File: src/rtl/memory_stage_pkg.sv
// Shared encodings and helpers for the pipeline MEM stage.
package memory_stage_pkg;

  // Access size codes carried on PIP_mem_size_i
  localparam logic [1:0] MEM_SIZE_B   = 2'b00;
  localparam logic [1:0] MEM_SIZE_H   = 2'b01;
  localparam logic [1:0] MEM_SIZE_W   = 2'b10;
  localparam logic [1:0] MEM_SIZE_ILL = 2'b11;

  // Data-memory transaction FSM
  typedef enum logic [0:0] {
    MEM_FSM_IDLE = 1'b0,
    MEM_FSM_WAIT = 1'b1
  } mem_fsm_e;

  // What the MEM/WB register captures on the next edge
  typedef enum logic [1:0] {
    WB_BUBBLE = 2'b00,
    WB_PASS   = 2'b01,
    WB_TRAP   = 2'b10,
    WB_LOAD   = 2'b11
  } wb_sel_e;

  // Misaligned, illegal-size or read+write access; only meaningful for memory ops
  function automatic logic access_fault(input logic       rd,
                                        input logic       wr,
                                        input logic [1:0] size,
                                        input logic [1:0] off);
    logic f;
    f = (rd & wr)
      | (size == MEM_SIZE_ILL)
      | ((size == MEM_SIZE_H) & off[0])
      | ((size == MEM_SIZE_W) & (off != 2'b00));
    return (rd | wr) & f;
  endfunction

endpackage

File: src/rtl/memory_stage_load_align.sv
// Selects the addressed lane of a load word and extends it to 32 bits.
module mem_load_align
  import memory_stage_pkg::*;
(
  input  logic [31:0] rdata,
  input  logic [1:0]  offset,
  input  logic [1:0]  size,
  input  logic        is_unsigned,
  output logic [31:0] data
);

  logic [31:0] shifted_s;

  // Lane shift followed by zero/sign extension according to access size
  always_comb begin
    shifted_s = rdata >> {offset, 3'b000};
    data      = rdata;
    case (size)
      MEM_SIZE_B: begin
        if (is_unsigned) begin
          data = {24'h00_0000, shifted_s[7:0]};
        end else begin
          data = {{24{shifted_s[7]}}, shifted_s[7:0]};
        end
      end
      MEM_SIZE_H: begin
        if (is_unsigned) begin
          data = {16'h0000, shifted_s[15:0]};
        end else begin
          data = {{16{shifted_s[15]}}, shifted_s[15:0]};
        end
      end
      MEM_SIZE_W: data = rdata;
      default:    data = rdata;
    endcase
  end

endmodule

File: src/rtl/memory_stage.sv
// Pipeline MEM stage: drives the data-memory port, stalls on outstanding
// loads, flags faulting accesses and produces the MEM/WB registers.
module memory_stage
  import memory_stage_pkg::*;
#(
  parameter int ADDR_WIDTH = 32
) (
  input  logic                  clk,
  input  logic                  reset_n,
  input  logic                  PIP_write_mem_i,
  input  logic                  PIP_read_mem_i,
  input  logic [31:0]           PIP_alu_result_i,
  input  logic [31:0]           PIP_second_operand_i,
  input  logic [1:0]            PIP_mem_size_i,
  input  logic                  PIP_mem_unsigned_i,
  input  logic                  PIP_use_mem_i,
  input  logic                  PIP_write_reg_i,
  input  logic [4:0]            PIP_rd_i,
  input  logic                  PIP_TRAP_i,
  output logic                  dmem_req_valid_o,
  input  logic                  dmem_req_ready_i,
  output logic [ADDR_WIDTH-1:0] dmem_addr_o,
  output logic                  dmem_we_o,
  output logic [3:0]            dmem_be_o,
  output logic [31:0]           dmem_wdata_o,
  input  logic                  dmem_rsp_valid_i,
  input  logic [31:0]           dmem_rdata_i,
  output logic                  stall_o,
  output logic                  PIP_use_mem_o,
  output logic                  PIP_write_reg_o,
  output logic [4:0]            PIP_rd_o,
  output logic [31:0]           PIP_alu_result_o,
  output logic [31:0]           PIP_mem_data_o,
  output logic                  PIP_TRAP_o
);

  mem_fsm_e    state_r, state_next_s;
  wb_sel_e     wb_sel_s;
  logic        fault_s, trap_s, is_load_s, is_store_s;
  logic        req_valid_s, stall_s;
  logic [1:0]  off_r, size_r;
  logic        unsigned_r;
  logic [3:0]  be_s;
  logic [31:0] wdata_s, load_data_s;

  assign fault_s    = access_fault(PIP_read_mem_i, PIP_write_mem_i,
                                   PIP_mem_size_i, PIP_alu_result_i[1:0]);
  assign trap_s     = PIP_TRAP_i | fault_s;
  assign is_load_s  = PIP_read_mem_i  & ~trap_s;
  assign is_store_s = PIP_write_mem_i & ~trap_s;

  // FSM state register
  always_ff @(posedge clk or negedge reset_n) begin
    if (!reset_n) begin
      state_r <= MEM_FSM_IDLE;
    end else begin
      state_r <= state_next_s;
    end
  end

  // FSM next state: a load leaves IDLE once accepted, returns on its response
  always_comb begin
    state_next_s = state_r;
    case (state_r)
      MEM_FSM_IDLE: begin
        if (is_load_s && dmem_req_ready_i) begin
          state_next_s = MEM_FSM_WAIT;
        end else begin
          state_next_s = MEM_FSM_IDLE;
        end
      end
      MEM_FSM_WAIT: begin
        if (dmem_rsp_valid_i) begin
          state_next_s = MEM_FSM_IDLE;
        end else begin
          state_next_s = MEM_FSM_WAIT;
        end
      end
      default: state_next_s = MEM_FSM_IDLE;
    endcase
  end

  // FSM outputs: request/stall handshake and what MEM/WB captures this cycle
  always_comb begin
    req_valid_s = 1'b0;
    stall_s     = 1'b0;
    wb_sel_s    = WB_BUBBLE;
    case (state_r)
      MEM_FSM_IDLE: begin
        if (trap_s) begin
          wb_sel_s = WB_TRAP;
        end else if (is_store_s) begin
          req_valid_s = 1'b1;
          stall_s     = ~dmem_req_ready_i;
          wb_sel_s    = dmem_req_ready_i ? WB_PASS : WB_BUBBLE;
        end else if (is_load_s) begin
          req_valid_s = 1'b1;
          stall_s     = 1'b1;
          wb_sel_s    = WB_BUBBLE;
        end else begin
          wb_sel_s = WB_PASS;
        end
      end
      MEM_FSM_WAIT: begin
        if (dmem_rsp_valid_i) begin
          wb_sel_s = WB_LOAD;
        end else begin
          stall_s  = 1'b1;
          wb_sel_s = WB_BUBBLE;
        end
      end
      default: begin
        req_valid_s = 1'b0;
        stall_s     = 1'b0;
        wb_sel_s    = WB_BUBBLE;
      end
    endcase
  end

  // Store lane formatting: byte enables shifted to the lane, data replicated
  always_comb begin
    be_s    = 4'b1111;
    wdata_s = PIP_second_operand_i;
    if (PIP_write_mem_i) begin
      case (PIP_mem_size_i)
        MEM_SIZE_B: begin
          be_s    = 4'b0001 << PIP_alu_result_i[1:0];
          wdata_s = {4{PIP_second_operand_i[7:0]}};
        end
        MEM_SIZE_H: begin
          be_s    = 4'b0011 << PIP_alu_result_i[1:0];
          wdata_s = {2{PIP_second_operand_i[15:0]}};
        end
        default: begin
          be_s    = 4'b1111;
          wdata_s = PIP_second_operand_i;
        end
      endcase
    end else begin
      be_s    = 4'b1111;
      wdata_s = PIP_second_operand_i;
    end
  end

  assign dmem_req_valid_o = req_valid_s;
  assign dmem_addr_o      = {PIP_alu_result_i[ADDR_WIDTH-1:2], 2'b00};
  assign dmem_we_o        = req_valid_s & PIP_write_mem_i;
  assign dmem_be_o        = be_s;
  assign dmem_wdata_o     = wdata_s;
  assign stall_o          = stall_s;

  // Capture lane offset and extension mode when the load is accepted
  always_ff @(posedge clk or negedge reset_n) begin
    if (!reset_n) begin
      off_r      <= 2'b00;
      size_r     <= 2'b00;
      unsigned_r <= 1'b0;
    end else if ((state_r == MEM_FSM_IDLE) && is_load_s && dmem_req_ready_i) begin
      off_r      <= PIP_alu_result_i[1:0];
      size_r     <= PIP_mem_size_i;
      unsigned_r <= PIP_mem_unsigned_i;
    end else begin
      off_r      <= off_r;
      size_r     <= size_r;
      unsigned_r <= unsigned_r;
    end
  end

  mem_load_align u_load_align (
    .rdata       (dmem_rdata_i),
    .offset      (off_r),
    .size        (size_r),
    .is_unsigned (unsigned_r),
    .data        (load_data_s)
  );

  // MEM/WB pipeline register
  always_ff @(posedge clk or negedge reset_n) begin
    if (!reset_n) begin
      PIP_use_mem_o    <= 1'b0;
      PIP_write_reg_o  <= 1'b0;
      PIP_rd_o         <= 5'd0;
      PIP_alu_result_o <= 32'h0000_0000;
      PIP_mem_data_o   <= 32'h0000_0000;
      PIP_TRAP_o       <= 1'b0;
    end else begin
      case (wb_sel_s)
        WB_PASS: begin
          PIP_use_mem_o    <= PIP_use_mem_i;
          PIP_write_reg_o  <= PIP_write_reg_i;
          PIP_rd_o         <= PIP_rd_i;
          PIP_alu_result_o <= PIP_alu_result_i;
          PIP_mem_data_o   <= 32'h0000_0000;
          PIP_TRAP_o       <= 1'b0;
        end
        WB_TRAP: begin
          PIP_use_mem_o    <= 1'b0;
          PIP_write_reg_o  <= 1'b0;
          PIP_rd_o         <= PIP_rd_i;
          PIP_alu_result_o <= PIP_alu_result_i;
          PIP_mem_data_o   <= 32'h0000_0000;
          PIP_TRAP_o       <= 1'b1;
        end
        WB_LOAD: begin
          PIP_use_mem_o    <= PIP_use_mem_i;
          PIP_write_reg_o  <= PIP_write_reg_i;
          PIP_rd_o         <= PIP_rd_i;
          PIP_alu_result_o <= PIP_alu_result_i;
          PIP_mem_data_o   <= load_data_s;
          PIP_TRAP_o       <= 1'b0;
        end
        default: begin
          PIP_use_mem_o    <= 1'b0;
          PIP_write_reg_o  <= 1'b0;
          PIP_rd_o         <= 5'd0;
          PIP_alu_result_o <= 32'h0000_0000;
          PIP_mem_data_o   <= 32'h0000_0000;
          PIP_TRAP_o       <= 1'b0;
        end
      endcase
    end
  end

endmodule

File: config.mk
export PLATFORM = sky130hd
export DESIGN_NAME = memory_stage
export DESIGN_NICKNAME = d
export VERILOG_FILES = /design/src/rtl/memory_stage_pkg.sv /design/src/rtl/memory_stage_load_align.sv /design/src/rtl/memory_stage.sv
export SDC_FILE = /design/constraint.sdc
export NUM_CORES = 1
export LEC_CHECK = 0
export CORE_MARGIN = 2
export CORE_UTILIZATION = 33
export DETAILED_ROUTE_END_ITERATION = 16
export PLACE_DENSITY = 0.78
export SLEW_MARGIN = 10
export SYNTH_ARGS = -nofsm -noshare
export SYNTH_HDL_FRONTEND = slang
export SYNTH_SLANG_ARGS = --single-unit
File: constraint.sdc
create_clock -name clk -period 1.5 [get_ports clk]
set_input_delay 0.3 -clock clk [delete_from_list [all_inputs] [get_ports clk]]
set_output_delay 0.3 -clock clk [all_outputs]
set_load 0.005 [all_outputs]
==> results of run 1 <==
==> area by class of cell <==
| type | instances | area, µm² | share of cell area (%) |
|---|---|---|---|
| timing repair buffer | 322 | 3100 | 42.8 |
| clock inverter | 1 | 30.0 | 0.414 |
| sequential | 78 | 1950 | 26.9 |
| multi-input combinational | 250 | 1720 | 23.7 |
| tap | 143 | 179 | 2.46 |
| inverter | 2 | 11.3 | 0.155 |
| clock buffer | 13 | 260 | 3.58 |
==> placed cells by master (no fill, tap or decap), types with 3 or more instances in the layout <==
master | netlist | final
mux2i_2 | 0 | 4
o21ai_2 | 1 | 7
a21o_1 | 7 | 7
mux2_2 | 13 | 5
nand2_2 | 0 | 3
o21ai_1 | 0 | 24
a21oi_1 | 19 | 14
buf_2 | 2 | 12
nand2b_4 | 0 | 3
nand2_1 | 64 | 60
clkdlybuf4s15_1 | 0 | 11
clkdlybuf4s50_1 | 0 | 157
buf_12 | 0 | 6
mux2i_1 | 16 | 12
dfrtp_1 | 78 | 76
nor2_1 | 14 | 11
nor2b_4 | 1 | 3
dlymetal6s2s_1 | 0 | 9
and2_1 | 39 | 38
dlygate4sd2_1 | 0 | 47
clkbuf_16 | 0 | 10
clkbuf_2 | 0 | 3
a21oi_2 | 0 | 5
buf_6 | 1 | 23
buf_4 | 40 | 49
mux2_4 | 0 | 8
o21ai_0 | 45 | 14
nor2_4 | 0 | 3
o221ai_2 | 0 | 5
==> registers in the layout (all words and copies together), names as in the netlist <==
signal	count
PIP_TRAP_o	1
PIP_alu_result_o	32
PIP_mem_data_o	32
PIP_rd_o	5
PIP_use_mem_o	1
PIP_write_reg_o	1
off_r	2
size_r	2
state_r	1
unsigned_r	1
==> per-stage QoR <==
stage,util (%),cells,hold slack [ns],setup WS (ns),power [µW]
global placement,57.7,772,0.225,-0.876,4180
floorplan,-,389,0.00441,-0.0236,3150
global route,63.9,809,0.337,-0.198,6900
detailed placement,57.7,772,0.233,-0.936,4220
finish,63.9,809,0.339,-0.122,6600
CTS,61.3,798,0.348,-0.143,6360
==> critical path: stages <==
cell and delay [ns]:
buf_6 0.09, nand2b_4 0.15, nor2_4 0.12, buf_12 0.13, buf_6 0.11, mux2_4 0.30
buf_6 0.12
==> routing by layer <==
layer	wire length [µm]	up-vias	GRT usage (%)	share of wire, %
met5	0	-	0	0
met2	7440	218	38.0	54
li1	-	1801	-	-
met1	4770	1892	21.5	35
met3	1170	28	5.66	8.5
met4	347	0	8.97	2.5
==> path summary, 6_finish.rpt <==
| kind | end | slack (ns) |
|---|---|---|
| max in group asynchronous | PIP_alu_result_o[5] | 0.60 |
| min in group asynchronous | PIP_mem_data_o[27] | 0.44 |
| min reg2reg | unsigned_r | 0.51 |
| max | dmem_wdata_o[8] | -0.12 |
| max reg2reg | PIP_mem_data_o[12] | -0.11 |
| min | PIP_alu_result_o[1] | 0.34 |
==> repair_timing <==
item,4_1_cts,5_1_grt
hold endpoints to repair,23,0
setup buffers,11,10
hold buffers,1,0
endpoints found under the setup margin,145,57
gates resized for setup,229,79
pin swaps,6,26
cloned,1,1
==> power groups by stage <==
stage	Clock, µW	Combinational [µW]	Sequential [µW]
floorplan	0	799	2350
global placement	0	1840	2330
detailed placement	0	1880	2340
CTS	2160	1900	2300
global route	2250	2330	2320
finish	2110	2180	2310
==> logic make-up after synthesis <==
logic type / share of synthesized area (%)
compound gates: 12.5
buf+inv: 10.1
other cells: 0.0977
flops: 50.9
mux: 8.58
simple gates: 17.8
==> metrics.cfg, run 1 <==
[place]
port_buffers=253
dp_hpwl_um=10200
place_congestion=0.921
postPlaceCellArea_um2=6560

[clock_tree]
clockBufferDepth=2
numCtsBuffers=9
clkLatencyLatePin_ns=0.33
clk_pin_slew_ns=0.05
cts.sinks=78
cts_tree=done
h-tree-depth=3
cts-root-buf=clkbuf_16

[power_and_ir_drop]
power.internal_uw=4810
powerDensity_nw_per_um2=908
seqPwrFrac_pct=35.0
pwr-share-clk_pct=32.0
vdd_drop_max_v=0.000505
switching_share_pct=27.1
p_leak_uw=0.00343
combinationalPowerShare_pct=33.0
power.switching_uw=1790

[sta]
rsz0062_at_grt=yes
finalSetupViolations=37
final.min_clock_period_ns=1.62
skew_ns=0.00489
tns_ns=-2.34
max_freq_mhz=616
finalHoldViolCount=0
finalWorstSetupSlack_ns=-0.122
final-max-slew-violation-count=0
fin_crit_sh_pct=108

[floorplan]
dieHeight_um=112
initial_core_util_pct=33.8
design.core.area_um2=11400
dieArea_um2=12500
fp.dieW_um=112
io_pins=256
rows=39

[yosys]
synth_flop_cell=dfrtp_1
syn_avg_cell_area_um2=9.89
synth_common_cells=dfrtp_1 (78), nand2_1 (64), o21ai_0 (45)
syn_area_um2=3840
synth_top_cell_by_area=dfrtp_1
seq_area_frac_synth_pct=50.9
synth_edf_count=0
synth_most_common_cell=dfrtp_1
async_flop_share_pct=100
ys_warn_count=0
synth_area_leaders=dfrtp_1 (51%), buf_4 (7.8%), and2_1 (6.4%), nand2_1 (6.3%), o21ai_0 (5.9%)
syn-instance-count=388
netlist-cell-type-count=34
synth_seq_cells=78
synth_top_area_share_pct=50.9

[finish]
syn2layout_area_growth_pct=89.2
layout-drive-gt1-share_pct=25.5
antenna_cells=0
fin_area_um2=7260
fin_nets=776
n_fill_cell=916

[routing]
firstDrtPassIters=4
wl_per_cell_um=17.0
drt_wl_total_um=13700
vias=3939
drt_iter0_drc=151
antenna_left=0
route.detailed.drc=0
routed_via_density=4.87

[setup_path]
rr_worst_depth=8
reg2reg_from=off_r[1]
cp.arrival_ns=1.32
endpoint_kind=output pin
worst_ep_required_time_ns=1.20
path_max_fanout=5
cp-startpoint=PIP_mem_size_i[1]
critical_path_class=input pin to output pin
startpoint_type=input pin

[hold_path]
hold_start=PIP_alu_result_i[1]
holdPathStages=3
holdCritPathClass=input pin to flop

[outcome]
status=finished, violations left
violations=negative setup slack

[grt]
grt_pass1_wl_um=20300
grt_pass1_vias=4105
overflow=0
track_usage_pct=20.4
grt_antenna_before_repair=0
grt_max_degree=40

[job]
maxCapViolCount=0

Power figures use the tool's default switching activity.
==> run 2, diff against run 1 <==
--- a/config.mk
+++ b/config.mk
@@ -5,11 +5,11 @@
 export SDC_FILE = /design/constraint.sdc
 export NUM_CORES = 1
 export LEC_CHECK = 0
-export CORE_MARGIN = 2
 export CORE_UTILIZATION = 33
+export CTS_BUF_LIST = sky130_fd_sc_hd__clkbuf_8
 export DETAILED_ROUTE_END_ITERATION = 16
 export PLACE_DENSITY = 0.78
-export SLEW_MARGIN = 10
+export SLEW_MARGIN = 20
 export SYNTH_ARGS = -nofsm -noshare
 export SYNTH_HDL_FRONTEND = slang
 export SYNTH_SLANG_ARGS = --single-unit
==> run 2 against run 1 <==
  * The run ends with design-rule violations, negative setup slack left
  * Utilization is 0.63 points lower
  * Fmax hardly changed
  * Sequential share of layout area rose by 0.27 points
  * Critical endpoint is now stall_o
  * Non-clock buffer count rose by 7
  * Largest cell class unchanged
  * Routed wire length shrank 1.7%
  * Clock-buffer cell count fell by 1
  * Cell count grew 0.87%
==> metrics.cfg, run 2 (same netlist as run 1, synthesis figures left out) <==
[clock_tree]
cts.sinks=78  ; unchanged
numCtsBuffers=9  ; unchanged
clk_pin_slew_ns=0.08  ; was 0.05 ns
cts_tree=done  ; unchanged
clockBufferDepth=2  ; unchanged
clkLatencyLatePin_ns=0.34  ; was 0.33 ns
h-tree-depth=3  ; unchanged
cts-root-buf=clkbuf_8  ; was clkbuf_16

[outcome]
violations=design-rule violations, negative setup slack  ; was negative setup slack
status=finished, violations left  ; unchanged

[sta]
finalSetupViolations=27  ; was 37
max_freq_mhz=616  ; about the same
hold_ws_ns=0.311  ; was 0.339 ns
tns_ns=-1.83  ; was -2.34 ns
final-max-slew-violation-count=0  ; unchanged
fin_crit_sh_pct=108  ; about the same
final.min_clock_period_ns=1.62  ; about the same
rsz0062_at_grt=yes  ; unchanged
finalWorstSetupSlack_ns=-0.124  ; was -0.122 ns
finalHoldViolCount=0  ; unchanged
skew_ns=0.00816  ; was 0.00489 ns

[routing]
drt_iter0_drc=186  ; was 151
route.detailed.drc=4  ; was 0
antenna_left=0  ; unchanged
wl_per_cell_um=16.5  ; was 17.0 µm
routed_via_density=4.80  ; was 4.87
firstDrtPassIters=10  ; was 4
vias=3915  ; was 3939
drt_wl_total_um=13500  ; was 13700 µm

[place]
dp_worst_setup_slack_ns=-0.866  ; was -0.936 ns
dp_hpwl_um=9820  ; was 10200 µm
place_congestion=0.916  ; was 0.921
port_buffers=253  ; unchanged

[hold_path]
holdCritPathClass=input pin to flop  ; unchanged

[finish]
reg_top3=PIP_alu_result_o: 32 flops, PIP_mem_data_o: 32 flops, PIP_rd_o: 5 flops  ; unchanged
fin_util_pct=63.2  ; was 63.9%
syn2layout_area_growth_pct=87.3  ; was 89.2%
layout-drive-gt1-share_pct=26.3  ; was 25.5%
final_cell_mix=clkdlybuf4s50_1 (103), dfrtp_1 (76), dlygate4sd2_1 (64)  ; was clkdlybuf4s50_1 (157), dfrtp_1 (76), nand2_1 (60)
layout_commonest_cell=clkdlybuf4s50_1  ; unchanged
antenna_cells=0  ; unchanged
fin_nets=783  ; was 776

[floorplan]
dieHeight_um=110  ; was 112 µm
fp.dieW_um=110  ; was 112 µm
design.core.area_um2=11400  ; unchanged
initial_core_util_pct=33.8  ; unchanged
rows=39  ; unchanged
io_pins=256  ; unchanged
dieArea_um2=12100  ; was 12500 µm²

[setup_path]
startpoint_type=input pin  ; unchanged
critPathBufInv=4  ; unchanged
path_max_fanout=4  ; was 5
critical_path_class=input pin to output pin  ; unchanged
cp.arrival_ns=1.32  ; about the same
critPathTopFamily=buffers and inverters  ; unchanged
endpoint_kind=output pin  ; unchanged
critPathMaxStageDelay_ns=0.37  ; was 0.30 ns
worst_ep_required_time_ns=1.20  ; about the same
crit_chain=buf_8 > or3_4 > o21ai_2 > buf_4 > a31oi_2 > inv_1 > buf_2  ; was buf_6 > nand2b_4 > nor2_4 > buf_12 > buf_6 > mux2_4 > buf_6
critPathSlowestCell=or3_4  ; was mux2_4

[grt]
grt_pass1_vias=3941  ; was 4105
track_usage_pct=21.2  ; was 20.4%
grt_antenna_before_repair=0  ; unchanged
grt_max_degree=40  ; unchanged
overflow=0  ; unchanged
grt_pass1_wl_um=19200  ; was 20300 µm

[job]
maxCapViolCount=0  ; unchanged

[power_and_ir_drop]
p_leak_uw=0.00403  ; was 0.00343 µW
vdd_drop_max_v=0.000458  ; was 0.000505 V
total_power_uw=5840  ; was 6600 µW
powerDensity_nw_per_um2=813  ; was 908 nW/µm²

## run 2: changes by cell type in the layout (fill, tap and decap cells not counted), moves of 3 or more
cell,before,now
a21oi_1,14,17
a21oi_2,5,2
buf_2,12,16
buf_4,49,60
buf_6,23,20
clkbuf_16,10,0
clkbuf_2,3,6
clkbuf_8,2,12
clkdlybuf4s15_1,11,3
clkdlybuf4s50_1,157,103
dlygate4sd2_1,47,64
dlymetal6s2s_1,9,49
o21ai_0,14,17
o21ai_2,7,4
## run 2: area by class of cell
cell class	instances	area (µm²)
multi-input cells	250	1700
repair buffers	329	3170
clock inverters	2	8.76
fillers	923	4180
clock buffers	12	165
inverters	2	11.3
flip-flops and latches	78	1950
well taps	143	179
## run 2: what timing repair did
| item | in CTS | in global routing |
|---|---|---|
| cloned | 2 | 0 |
| gates resized for setup | 260 | 92 |
| buffers inserted | 15 | 8 |
| setup endpoints to repair | 160 | 108 |
| pin swaps | 8 | 22 |
| endpoints found under the hold margin | 16 | 0 |
| hold buffers | 1 | 0 |
## run 2: layer usage
metal | global-route usage, % | routed length, µm | vias up
met5 | 0 | 0 | -
met4 | 8.95 | 320 | 0
met3 | 5.16 | 1050 | 26
met2 | 39.1 | 7260 | 208
met1 | 23.0 | 4870 | 1865
li1 | - | - | 1816
## run 2: worst paths after layout
path                                   startpoint            endpoint  slack [ns]  cells past startpoint
worst min register to register         unsigned_r          unsigned_r        0.51                      1
max in group asynchronous                 reset_n             state_r        0.54                      3
min in group asynchronous                 reset_n   PIP_mem_data_o[1]        0.40                      2
worst max-delay path            PIP_mem_size_i[0]             stall_o       -0.12                      7
worst max register to register           off_r[1]  PIP_mem_data_o[22]       -0.10                      5
worst min-delay path            PIP_mem_size_i[1]           size_r[1]        0.31                      3
## run 2: worst register-to-register path: stages, from the launching register on
cell and delay, ns:
dfrtp_1 0.39, mux4_2 0.54, nor2b_4 0.16, a21oi_4 0.14
buf_12 0.16, o21ai_1 0.08
## run 2: where the power goes
group	switching (µW)	leakage (µW)	total [µW]	internal, µW
logic	954	0.00293	2120	1160
registers	75.7	0.000996	2310	2230
clock network	704	0.0000955	1410	711
## run 2: per-stage QoR
stage | std cells | instance area, µm²
2_1_floorplan | 389 | 3850
3_3_place_gp | 776 | 6570
6_report | 816 | 7190
5_1_grt | 816 | 7190
3_5_place_dp | 776 | 6570
4_1_cts | 808 | 6930
